$ cat config.mk
export PLATFORM = sky130hd
export DESIGN_NAME = piso_serial_tx
export DESIGN_NICKNAME = d
export VERILOG_FILES = /design/src/rtl/piso_serial_tx_pkg.sv /design/src/rtl/piso_serial_tx_bit_timer.sv /design/src/rtl/piso_serial_tx.sv
export SDC_FILE = /design/constraint.sdc
export NUM_CORES = 1
export LEC_CHECK = 0
export BUFFER_PORTS_ARGS = -buffer_cell sky130_fd_sc_hd__buf_4
export CAP_MARGIN = 20
export CORE_MARGIN = 2
export CORE_UTILIZATION = 45
export DETAILED_ROUTE_END_ITERATION = 8
export SYNTH_ARGS = -nofsm -noshare
export SYNTH_HDL_FRONTEND = slang
export SYNTH_SLANG_ARGS = --single-unit
$ cat constraint.sdc
create_clock -name clk -period 3.3 [get_ports clk]
set_clock_uncertainty 0.05 [all_clocks]
set_input_delay 0.66 -clock clk [delete_from_list [all_inputs] [get_ports clk]]
set_output_delay 0.66 -clock clk [all_outputs]
set_load 0.01 [all_outputs]
$ cat src/rtl/piso_serial_tx_pkg.sv
// Shared definitions for the parallel-in serial-out transmitter and its helpers.
//   tx_state_e        : frame state encoding (idle, start bit, data bits, stop bit)
//   DefaultClksPerBit : clocks per serial bit for a 100 MHz clock at 115200 baud
//   DefaultDataW      : payload bits per frame
//   min1_clog2()      : counter width helper, never narrower than one bit
package piso_serial_tx_pkg;

    typedef enum logic [1:0] {
        StIdle  = 2'd0,
        StStart = 2'd1,
        StData  = 2'd2,
        StStop  = 2'd3
    } tx_state_e;

    localparam int unsigned DefaultClksPerBit = 868;
    localparam int unsigned DefaultDataW      = 8;

    function automatic int unsigned min1_clog2(input int unsigned value);
        return (value > 1) ? $clog2(value) : 1;
    endfunction

endpackage

$ cat src/rtl/piso_serial_tx_bit_timer.sv
// Bit-period timer: counts clocks 0..CLKS_PER_BIT-1 and wraps at each bit boundary.
//   clk   : system clock
//   rst   : synchronous active-high reset
//   clear : holds the counter at zero (used while the line is idle)
//   tick  : high on the last clock of each bit period
module piso_serial_tx_bit_timer
    import piso_serial_tx_pkg::*;
#(
    parameter int unsigned CLKS_PER_BIT = DefaultClksPerBit
) (
    input  logic clk,
    input  logic rst,
    input  logic clear,
    output logic tick
);

    localparam int unsigned       CntW    = min1_clog2(CLKS_PER_BIT);
    localparam logic [CntW-1:0]   LastCnt = CntW'(CLKS_PER_BIT - 1);

    logic [CntW-1:0] cnt_q, cnt_d;

    assign tick = ~clear & (cnt_q == LastCnt);

    always_comb begin
        cnt_d = cnt_q;
        if (clear || tick) begin
            cnt_d = '0;
        end else begin
            cnt_d = cnt_q + 1'b1;
        end
    end

    always_ff @(posedge clk) begin
        if (rst) begin
            cnt_q <= '0;
        end else begin
            cnt_q <= cnt_d;
        end
    end

endmodule

$ cat src/rtl/piso_serial_tx.sv
// Parallel-in serial-out transmitter, LSB first, framed with start (0) and stop (1) bits.
//   clk  : system clock
//   rst  : synchronous active-high reset; aborts any frame without a Done pulse
//   EN   : load strobe, accepted only while Busy is low
//   Data : parallel word, captured in the accept cycle only
//   Ser  : serial line, idle high
//   Busy : high for the whole frame
//   Done : one-cycle pulse in the cycle after the frame ends
module piso_serial_tx
    import piso_serial_tx_pkg::*;
#(
    parameter int unsigned DATA_W       = DefaultDataW,
    parameter int unsigned CLKS_PER_BIT = DefaultClksPerBit
) (
    input  logic              clk,
    input  logic              rst,
    input  logic              EN,
    input  logic [DATA_W-1:0] Data,
    output logic              Ser,
    output logic              Busy,
    output logic              Done
);

    localparam int unsigned     BitW    = min1_clog2(DATA_W);
    localparam logic [BitW-1:0] LastBit = BitW'(DATA_W - 1);

    tx_state_e         state_q, state_d;
    logic [DATA_W-1:0] shreg_q, shreg_d;
    logic [DATA_W-1:0] shreg_next;
    logic [BitW-1:0]   bit_cnt_q, bit_cnt_d;
    logic              ser_q, ser_d;
    logic              busy_q, busy_d;
    logic              done_q, done_d;
    logic              tick;

    // Timer is held at zero while idle so every frame starts on a fresh bit period.
    piso_serial_tx_bit_timer #(
        .CLKS_PER_BIT(CLKS_PER_BIT)
    ) u_bit_timer (
        .clk  (clk),
        .rst  (rst),
        .clear(state_q == StIdle),
        .tick (tick)
    );

    assign shreg_next = shreg_q >> 1;

    always_comb begin
        state_d   = state_q;
        shreg_d   = shreg_q;
        bit_cnt_d = bit_cnt_q;
        ser_d     = ser_q;
        busy_d    = busy_q;
        done_d    = 1'b0;
        unique case (state_q)
            StIdle: begin
                ser_d  = 1'b1;
                busy_d = 1'b0;
                if (EN) begin
                    state_d   = StStart;
                    shreg_d   = Data;
                    bit_cnt_d = '0;
                    ser_d     = 1'b0;
                    busy_d    = 1'b1;
                end
            end
            StStart: begin
                if (tick) begin
                    state_d   = StData;
                    bit_cnt_d = '0;
                    ser_d     = shreg_q[0];
                end
            end
            StData: begin
                if (tick) begin
                    if (bit_cnt_q == LastBit) begin
                        state_d = StStop;
                        ser_d   = 1'b1;
                    end else begin
                        bit_cnt_d = bit_cnt_q + 1'b1;
                        shreg_d   = shreg_next;
                        // Registered output, so present the bit the shift exposes.
                        ser_d     = shreg_next[0];
                    end
                end
            end
            StStop: begin
                if (tick) begin
                    state_d = StIdle;
                    ser_d   = 1'b1;
                    busy_d  = 1'b0;
                    done_d  = 1'b1;
                end
            end
            default: begin
                state_d = StIdle;
            end
        endcase
    end

    always_ff @(posedge clk) begin
        if (rst) begin
            state_q   <= StIdle;
            shreg_q   <= '0;
            bit_cnt_q <= '0;
            ser_q     <= 1'b1;
            busy_q    <= 1'b0;
            done_q    <= 1'b0;
        end else begin
            state_q   <= state_d;
            shreg_q   <= shreg_d;
            bit_cnt_q <= bit_cnt_d;
            ser_q     <= ser_d;
            busy_q    <= busy_d;
            done_q    <= done_d;
        end
    end

    assign Ser  = ser_q;
    assign Busy = busy_q;
    assign Done = done_q;

endmodule
# [Word-level counts from Yosys, hierarchy flattened]
# Index checks and enable logic that the tools add are counted.
[word_totals] regBits=26 in_bits=11 out_inout_bits=3 word_cells=60
[classes] add_sub_neg=2 n_eq_ne=11 n_mux=25 bitwise_logic=3 reduce_logical=12
[op_table] op="$mux 8" n=3
[op_table] op="$pmux 8 s2" n=1
[op_table] op="$mux 3" n=4
[op_table] op="$add 10x1->10 const B" n=1
[op_table] op="$eq 10x10->1 const B" n=1
[op_table] op="$mux 2" n=5
[op_table] op="$reduce_and 5->1" n=2
[op_table] op="$pmux 3 s3" n=1
[op_table] op="$mux 1" n=8
[op_table] op="$pmux 2 s4" n=1
[op_table] op="$ne 2x1->1 const B" n=3
[op_table] op="$ne 2x2->1 const B" n=3
[op_table] op="$eq 2x2->1 const B" n=2
[op_table] op="$pmux 1 s4" n=1
[op_table] op="$reduce_and 4->1" n=1
[op_table] op="$reduce_bool 2->1" n=2
[op_table] op="$reduce_or 2->1" n=2
[op_table] op="$add 3x1->3 const B" n=1
[op_table] op="$eq 3x3->1 const B" n=1
[op_table] op="$reduce_and 3->1" n=1
[op_table] op="$reduce_bool 3->1" n=1
[op_table] op="$eq 2x1->1 const B" n=1
[op_table] op="$logic_not 2->1" n=1
[op_table] op="$not 1->1" n=2
[op_table] op="other kinds (4)" n=4

# [Longest topological paths before layout]
# Gate-level depths: netlist of run 1.
[depth] word_depth=5 ltp_mapped=9 ltp_nobuf=6

# [Cells and area by module]
# Synthesis of run 1 repeated with hierarchy kept, for this count alone.
[unflattened] hier_cells=149 hier_area_um2=1345.0
[modules_own_cells] module="piso_serial_tx" instances=1 cells_each=94 area_per_inst_um2=880.8 seq_area_each_um2=320.3
[modules_own_cells] module="piso_serial_tx_bit_timer" instances=1 cells_each=55 area_per_inst_um2=464.2 seq_area_each_um2=200.2

# [Worst setup path after synthesis of run 1]
# Ideal clock, no wire load.
[synth_path] path_kind="register -> register" startpoint="reg state_q[0]" endpoint="reg shreg_q[2]" setup_time_ns=0.139 arrival_ns=2.216 required_ns=3.111 slack_ns=0.895 path_stages_with_launch=10 path_buffers=3 period_less_slack_ns=2.405 path_cell_list="dfxtp_1 inv_1 ha_1 clkbuf_1 or2_2 or4_1 clkbuf_1 buf_2 a221oi_1 a311oi_1"
[synth_between] elab_chain_cells=5 elab_cells_between_ends=10 cone_classes="eq/ne (4); mux (1); bitwise (2); reduce/logical (3)"
[synth_lines] element="from (decl)" line="piso_serial_tx.sv:27" rtl="tx_state_e state_q, state_d;"
[synth_lines] element="from (signal assigned)" line="piso_serial_tx.sv:103" rtl="state_q <= StIdle;"
[synth_lines] element="from (signal assigned)" line="piso_serial_tx.sv:110" rtl="state_q <= state_d;"
[synth_lines] element="$logic_not 2->1" line="piso_serial_tx.sv:42, piso_serial_tx.sv:55"
[synth_lines] element="$not 1->1" line="piso_serial_tx_bit_timer.sv:22" rtl="assign tick = ~clear & (cnt_q == LastCnt);"
[synth_lines] element="$and 1x1->1" line="piso_serial_tx_bit_timer.sv:22"
[synth_lines] element="$ne 2x1->1 (no line)"
[synth_lines] element="$reduce_and 4->1 (no line)"
[synth_lines] element="to (signal assigned)" line="piso_serial_tx.sv:111" rtl="shreg_q <= shreg_d;"
[synth_lines] element="to (decl)" line="piso_serial_tx.sv:28" rtl="logic [DATA_W-1:0] shreg_q, shreg_d;"
# Parallel ways exist; a longest one is shown, timed or not.
# A chain may end at the register's enable or synchronous reset.

# [Worst setup path in the final report of run 1]
[layout_path] startpoint="reg state_q[0]" endpoint="reg shreg_q[4]"
# Same word-level chain as after synthesis.

==> impl_metrics.env, run 1 <==
export IMPL_outcome="complete, but fails checks"
export IMPL_failed_checks="design-rule violations"
export IMPL_async_flop_share_pct=0
export IMPL_ios=14
export IMPL_path_cells="inv_1 > ha_1 > nand2b_1 > or4_1 > a221oi_1 > a311oi_1"
export IMPL_r2r_start="state_q[0]"
export IMPL_tritoncts="done"
export IMPL_crit_slowest_cell="or4_1"
export IMPL_hold_worst_slack_ps=410
export IMPL_vias=1139
export IMPL_drc_errors=2
export IMPL_seq_area_frac_synth_pct=38.3
export IMPL_crit_buf_inv=1
export IMPL_max_freq_ghz=0.362
export IMPL_cts_htree_levels=1
export IMPL_start_util_pct=48.4
export IMPL_grt_pass1_vias=1026
export IMPL_finalCritPeriodShare_pct=83.6
export IMPL_synth_compound_area_share_pct=17.1
export IMPL_layout_drive_gt1_share_pct=14.4
export IMPL_n_antenna_cell=0
export IMPL_peakVddDrop_uv=273
export IMPL_numCtsBuffers=3
export IMPL_core_um2=2810
export IMPL_clock_latency_ps=310
export IMPL_grt_use_total_pct=16.2
export IMPL_cts_root_buf="clkbuf_4"
export IMPL_grt_busiest_layer="met2"
export IMPL_vias_per_cell=5.75
export IMPL_worstPathArrival_ps=2900
export IMPL_cpLargestDelayFamily="simple AND/OR/NAND/NOR gates"
export IMPL_yosysWarnings=0
export IMPL_pre_cts_ws_ps=581
export IMPL_reg2reg_slack_ps=540
export IMPL_min_from="u_bit_timer.cnt_q[0]"
export IMPL_final_antenna_net_count=0
export IMPL_worst_pin_slew_ps=669
export IMPL_worstRegToRegCells=6
export IMPL_path_clk_slew_ps=150
export IMPL_wl_per_cell_um=13.2
export IMPL_multi_input_area_um2=749
export IMPL_fillers=281
export IMPL_setup_tns_final_ps=0
export IMPL_first_pass_iters=6
export IMPL_synthSimpleGateAreaFrac_pct=24.1
export IMPL_grtUsageMet1_pct=20.8
export IMPL_syn_avg_cell_area_um2=8.65
export IMPL_ys_types=36
export IMPL_gr_usage_met2_pct=28.3
export IMPL_dp_hpwl_um=1960
export IMPL_ff_latch_area_um2=520
export IMPL_synth_top_flop_cell="dfxtp_1"
export IMPL_grt_max_degree=22
export IMPL_cp_start_kind="flip-flop"
export IMPL_critPathMaxFanout=21
export IMPL_portBuffers=13
export IMPL_syn_to_final_growth_pct=12.2
export IMPL_hold_buffers=0
export IMPL_total_leakage_power_nw=0.563
export IMPL_max_slew_margin_rel_pct=55.4
export IMPL_ctsResizeCount=0
export IMPL_syn_inst=157
export IMPL_synth_nets=176
export IMPL_endpoint="shreg_q[4]"
export IMPL_r2r_end="shreg_q[4]"
export IMPL_die_x_um=58.9
export IMPL_synth_edf_count=0
export IMPL_crit_path_max_incr_delay_ps=810
export IMPL_critical_path_required_ps=3440
export IMPL_slew_violations=0
export IMPL_routed_wl_um=2620
export IMPL_num_rows=19
export IMPL_die_area_um2=3470
export IMPL_cts_setup_buffers=0
export IMPL_clockBufferDepth=2
export IMPL_ys_ff_latch=26
export IMPL_critPathCaptureType="flip-flop"
export IMPL_layout_setup_ws_ps=541
export IMPL_stdcell_count=198
export IMPL_hold_viol=0
export IMPL_netlist_area_um2=1360
export IMPL_dieHeight_um=58.9
export IMPL_dpl_cell_count=194
export IMPL_synth_xor_area_share_pct=5.16
export IMPL_rsz0062_at_grt="no"
export IMPL_grt_antenna_before_repair=0
export IMPL_grt_overflow_total=0
export IMPL_clkSinkCount=26
export IMPL_finalCriticalPeriod_ps=2760
export IMPL_nets=187
export IMPL_gp_congestion=0.782
export IMPL_synthAdderAreaFrac_pct=7.37
export IMPL_synth_mux_area_share_pct=1.47
export IMPL_drtIter0Drc=33
export IMPL_synth_top_family_by_area="simple AND/OR/NAND/NOR gates"
export IMPL_maxCapViolations=0
export IMPL_crit_path_start="state_q[0]"
export IMPL_grt_pass1_wl_um=4450
export IMPL_setup_violations=0
export IMPL_hold_path_class="reg -> reg"
export IMPL_cp_num_cells=6
export IMPL_critPathKind="reg -> reg"
export IMPL_p_per_area_nw_per_um2=696
export IMPL_gr_usage_met3_pct=1.98
==> area by class of cell <==
| class | instances | share of cell area [%] |
|---|---|---|
| tap | 31 | 2.55 |
| clock inverter | 1 | 1.97 |
| clock buffer | 3 | 1.48 |
| sequential | 26 | 34.2 |
| multi-input combinational | 108 | 49.2 |
| inverter | 15 | 3.70 |
| timing repair buffer | 14 | 6.90 |
==> worst min path at each step <==
stage | end | slack, ps | cells after the start
2_1_floorplan | u_bit_timer.cnt_q[0] | 370 | 1
3_3_place_gp | u_bit_timer.cnt_q[0] | 380 | 1
3_5_place_dp | u_bit_timer.cnt_q[0] | 390 | 1
4_1_cts | u_bit_timer.cnt_q[0] | 410 | 1
5_1_grt | u_bit_timer.cnt_q[0] | 440 | 1
6_report | u_bit_timer.cnt_q[0] | 410 | 1
==> cell usage after synthesis (2+ instances only) <==
| master | instances | area (um^2) |
|---|---|---|
| inv_1 | 15 | 56.3 |
| ha_1 | 8 | 100 |
| clkbuf_1 | 7 | 26.3 |
| nor4_1 | 3 | 18.8 |
| or4_1 | 2 | 15.0 |
| nand2_1 | 10 | 37.5 |
| nor2_1 | 13 | 48.8 |
| a221oi_1 | 7 | 61.3 |
| nand3_1 | 7 | 35.0 |
| nand4b_1 | 2 | 17.5 |
| nor3_1 | 6 | 30.0 |
| o21ai_0 | 4 | 20.0 |
| nor2b_1 | 9 | 56.3 |
| dfxtp_1 | 26 | 521 |
| mux2i_1 | 2 | 20.0 |
| xor2_1 | 2 | 17.5 |
| a21oi_1 | 3 | 15.0 |
| xnor2_1 | 6 | 52.6 |
| a311oi_1 | 7 | 61.3 |
| or2_2 | 2 | 12.5 |
==> per-stage QoR <==
stage / cell area (um^2) / total power [mW] / util, %
finish: 1520 / 1.06 / 54.3
global route: 1520 / 1.14 / 54.3
CTS: 1520 / 1.06 / 54.3
detailed placement: 1470 / 0.849 / 52.4
global placement: 1470 / 0.837 / 52.4
floorplan: 1360 / 0.753 / -
==> routing by layer <==
| layer | part of all wire, % | vias up | wire length (um) |
|---|---|---|---|
| met1 | 48 | 547 | 1260 |
| met2 | 49 | 9 | 1270 |
| met5 | 0 | - | 0 |
| met4 | 0.65 | 0 | 17 |
| met3 | 2.7 | 2 | 70 |
| li1 | - | 581 | - |
==> kinds of logic after synthesis <==
group | count (synthesis)
xor gates and xnor gates | 8
AOI/OAI and AO/OA | 30
adders and majority gates | 8
muxes | 2
and+or+nand+nor | 60
DFF | 26
buffers and inverters | 23
==> report_power, final <==
part           internal [mW]  switching [mW]  leakage, nW
Sequential             0.379          0.0425        0.212
Combinational          0.179           0.241        0.323
Clock                  0.123          0.0956       0.0279
Total                  0.681           0.379        0.563
==> worst register-to-register path: stages, from the launching register on <==
cell and delay, ps:
dfxtp_1 370, inv_1 120, ha_1 600, nand2b_1 230
or4_1 810, a221oi_1 370, a311oi_1 80
==> sequential cells by signal (all words and copies together), names as in the netlist <==
name / count
u_bit_timer.cnt_q: 10
Done: 1
bit_cnt_q: 3
Ser: 1
state_q: 2
shreg_q: 8
Busy: 1
==> placed cells by master, fill, tap and decap left out, types with 2 or more instances in the layout <==
cell type,n
dfxtp_1,26
inv_1,15
buf_4,14
nor2_1,13
nand2_1,10
nor2b_1,9
ha_1,8
nand3_1,7
a221oi_1,7
a311oi_1,7
nor3_1,6
xnor2_1,6
o21ai_0,4
nor4_1,3
a21oi_1,3
clkbuf_4,3
nand4b_1,2
or2_2,2
mux2i_1,2
or4_1,2
xor2_1,2
No activity file was read; power rests on OpenSTA's default activity.
==> run 2, diff against run 1 <==
--- a/config.mk
+++ b/config.mk
@@ -5,6 +5,7 @@
 export SDC_FILE = /design/constraint.sdc
 export NUM_CORES = 1
 export LEC_CHECK = 0
+export ABC_AREA = 1
 export BUFFER_PORTS_ARGS = -buffer_cell sky130_fd_sc_hd__buf_4
 export CAP_MARGIN = 20
 export CORE_MARGIN = 2
==> constraint.sdc (replaced) <==
create_clock -name clk -period 2.8 [get_ports clk]
set_clock_uncertainty 0.05 [all_clocks]
set_input_delay 0.56 -clock clk [delete_from_list [all_inputs] [get_ports clk]]
set_output_delay 0.56 -clock clk [all_outputs]
set_load 0.01 [all_outputs]
==> run 2 against run 1 <==
- the flow still finishes with violations (design-rule violations)
- synthesized area is the same
- clock power shrank 13%
- hold slack lost 17 ps
- critical path type unchanged
- critical endpoint is now state_q[1]
- largest cell class unchanged
- highest routed layer unchanged
==> impl_metrics.env, run 2 <==
export IMPL_gp_congestion=0.831
export IMPL_vias_per_cell=5.05
export IMPL_n_antenna_cell=0
export IMPL_grt_use_total_pct=15.4
export IMPL_finalCritPeriodShare_pct=66.0
export IMPL_critPathCaptureType="flip-flop"
export IMPL_netlist_area_um2=1360
export IMPL_tritoncts="done"
export IMPL_die_x_um=58.9
export IMPL_setup_tns_final_ps=0
export IMPL_drc_errors=2
export IMPL_synth_mux_area_share_pct=0
export IMPL_grt_antenna_before_repair=0
export IMPL_r2r_start="state_q[0]"
export IMPL_fillers=280
export IMPL_syn_avg_cell_area_um2=6.96
export IMPL_cts_setup_buffers=0
export IMPL_routed_wl_um=2470
export IMPL_hold_worst_slack_ps=393
export IMPL_path_clk_slew_ps=150
export IMPL_max_freq_ghz=0.541
export IMPL_rsz0062_at_grt="no"
export IMPL_yosys_top_cells_count="49 x nand2_1, 28 x nor2_1, 26 x dfxtp_1"
export IMPL_yosysWarnings=0
export IMPL_start_util_pct=48.4
export IMPL_synthAdderAreaFrac_pct=7.37
export IMPL_first_pass_iters=6
export IMPL_numCtsBuffers=3
export IMPL_outcome="complete, but fails checks"
export IMPL_failed_checks="design-rule violations"
export IMPL_max_slew_margin_rel_pct=73.4
export IMPL_setup_violations=0
export IMPL_wl_per_cell_um=10.3
export IMPL_reg2reg_slack_ps=950
export IMPL_yosysMostFrequentCell="nand2_1"
export IMPL_cp_start_kind="flip-flop"
export IMPL_synth_nets=214
export IMPL_maxCapViolations=0
export IMPL_mostFrequentLayoutCells="49 x nand2_1, 28 x nor2_1, 26 x dfxtp_1, 22 x inv_1, 13 x buf_4"
export IMPL_ys_ff_latch=26
export IMPL_pre_cts_ws_ps=994
export IMPL_vias=1206
export IMPL_synth_top_area_share_pct=38.3
export IMPL_final_common_cell="nand2_1"
export IMPL_layout_setup_ws_ps=953
export IMPL_drtIter0Drc=49
export IMPL_critPathMaxFanout=17
export IMPL_critPathKind="reg -> reg"
export IMPL_synth_edf_count=0
export IMPL_hold_viol=0
export IMPL_synth_area_leaders="dfxtp_1 38%, nand2_1 14%, nor2_1 7.7%"
export IMPL_layout_drive_gt1_share_pct=14.9
export IMPL_finalCriticalPeriod_ps=1850
export IMPL_dp_hpwl_um=1890
export IMPL_synth_area_leader_cell="dfxtp_1"
export IMPL_clock_latency_ps=320
export IMPL_synth_top_family_by_area="simple AND/OR/NAND/NOR gates"
export IMPL_dieHeight_um=58.9
export IMPL_die_area_um2=3470
export IMPL_synth_top_flop_cell="dfxtp_1"
export IMPL_synth_compound_area_share_pct=10.5
export IMPL_portBuffers=13
export IMPL_peakVddDrop_uv=458
export IMPL_ios=14
export IMPL_r2r_end="state_q[1]"
export IMPL_worst_pin_slew_ps=398
export IMPL_p_per_area_nw_per_um2=848
export IMPL_crit_path_start="state_q[0]"
export IMPL_final_antenna_net_count=0
export IMPL_worstRegToRegCells=7
export IMPL_cts_root_buf="clkbuf_4"
export IMPL_nets=228
export IMPL_async_flop_share_pct=0
export IMPL_grt_pass1_vias=978
export IMPL_grt_max_degree=18
export IMPL_critical_path_required_ps=3000
export IMPL_slew_violations=0
export IMPL_syn_to_final_growth_pct=11.0
export IMPL_reg_largest_list="u_bit_timer.cnt_q x10, shreg_q x8, bit_cnt_q x3"
export IMPL_largest_reg_flops=10
export IMPL_seq_area_frac_synth_pct=38.3
export IMPL_endpoint="state_q[1]"
export IMPL_synth_xor_area_share_pct=1.29
export IMPL_placed_area_um2=1470
export IMPL_cts_htree_levels=1
export IMPL_num_rows=19
export IMPL_hold_buffers=0
export IMPL_stdcell_area_um2=1510
export IMPL_syn_inst=195
export IMPL_grt_overflow_total=0
export IMPL_clkSinkCount=26
export IMPL_total_leakage_power_nw=0.684
export IMPL_regMostFlops="u_bit_timer.cnt_q"
export IMPL_hold_path_class="in -> reg"
export IMPL_ys_types=26
export IMPL_clockBufferDepth=2
export IMPL_synthSimpleGateAreaFrac_pct=33.0
export IMPL_worstPathArrival_ps=2050
export IMPL_grt_pass1_wl_um=4130
export IMPL_core_um2=2810
export IMPL_ctsResizeCount=0
run 2: changes by cell type after synthesis, moves of 6 or more:
cell,delta
nand2_1,+39
nor2_1,+15
a21oi_1,+9
nor2b_1,-9
a221oi_1,-7
a311oi_1,-7
inv_1,+7
inv_2,+6
o21ai_0,+6
run 2: worst min-delay path by stage:
stage                           endpoint                  from  cells past startpoint
finish                      bit_cnt_q[0]                   rst                      2
floorplan           u_bit_timer.cnt_q[0]  u_bit_timer.cnt_q[0]                      1
detailed placement  u_bit_timer.cnt_q[0]  u_bit_timer.cnt_q[0]                      1
CTS                         bit_cnt_q[0]                   rst                      2
global route                bit_cnt_q[1]                   rst                      2
global placement    u_bit_timer.cnt_q[0]  u_bit_timer.cnt_q[0]                      1
run 2: worst max-delay path, stage by stage (launching register included):
cell and delay [ps]:
dfxtp_1 410, inv_1 100, ha_1 330, inv_2 260, nand2_1 130, o21ai_2 240, nand3_1 110, a21oi_1 150
run 2: metrics by stage:
stage | instances | total power, mW | utilization (%)
after CTS | 239 | 1.29 | 53.7
after global placement | 235 | 1.09 | 52.4
after floorplan | 195 | 0.993 | -
final | 239 | 1.28 | 53.7
after global routing | 239 | 1.40 | 53.7
after detailed placement | 235 | 1.10 | 52.4
run 2: kinds of logic after synthesis:
logic type               count (synthesis)
AND/OR/NAND/NOR                        101
XOR/XNOR                                 2
flip-flops                              26
buffers and inverters                   32
AO/OA/AOI/OAI                           26
adder cells (fa/ha/maj)                  8
run 2: cell type report:
| cell class | instances | area [um^2] | area share, % |
|---|---|---|---|
| multi-input cells | 137 | 708 | 47.0 |
| flip-flops and latches | 26 | 520 | 34.6 |
| inverters | 28 | 105 | 6.98 |
| repair buffers | 13 | 97.6 | 6.48 |
| well taps | 31 | 38.8 | 2.57 |
| clock buffers | 4 | 36.3 | 2.41 |
run 2: power breakdown:
part / internal, mW / total [mW] / leakage [nW] / switching, mW
Sequential: 0.448 / 0.488 / 0.212 / 0.0402
Combinational: 0.208 / 0.600 / 0.450 / 0.392
Clock: 0.0794 / 0.189 / 0.0210 / 0.110
run 2: layer usage:
layer / GRT usage [%] / part of all wire (%)
met1: 21.9 / 50
met2: 22.9 / 45
met3: 2.64 / 3.4
met4: 6.49 / 0.93
met5: 0 / 0
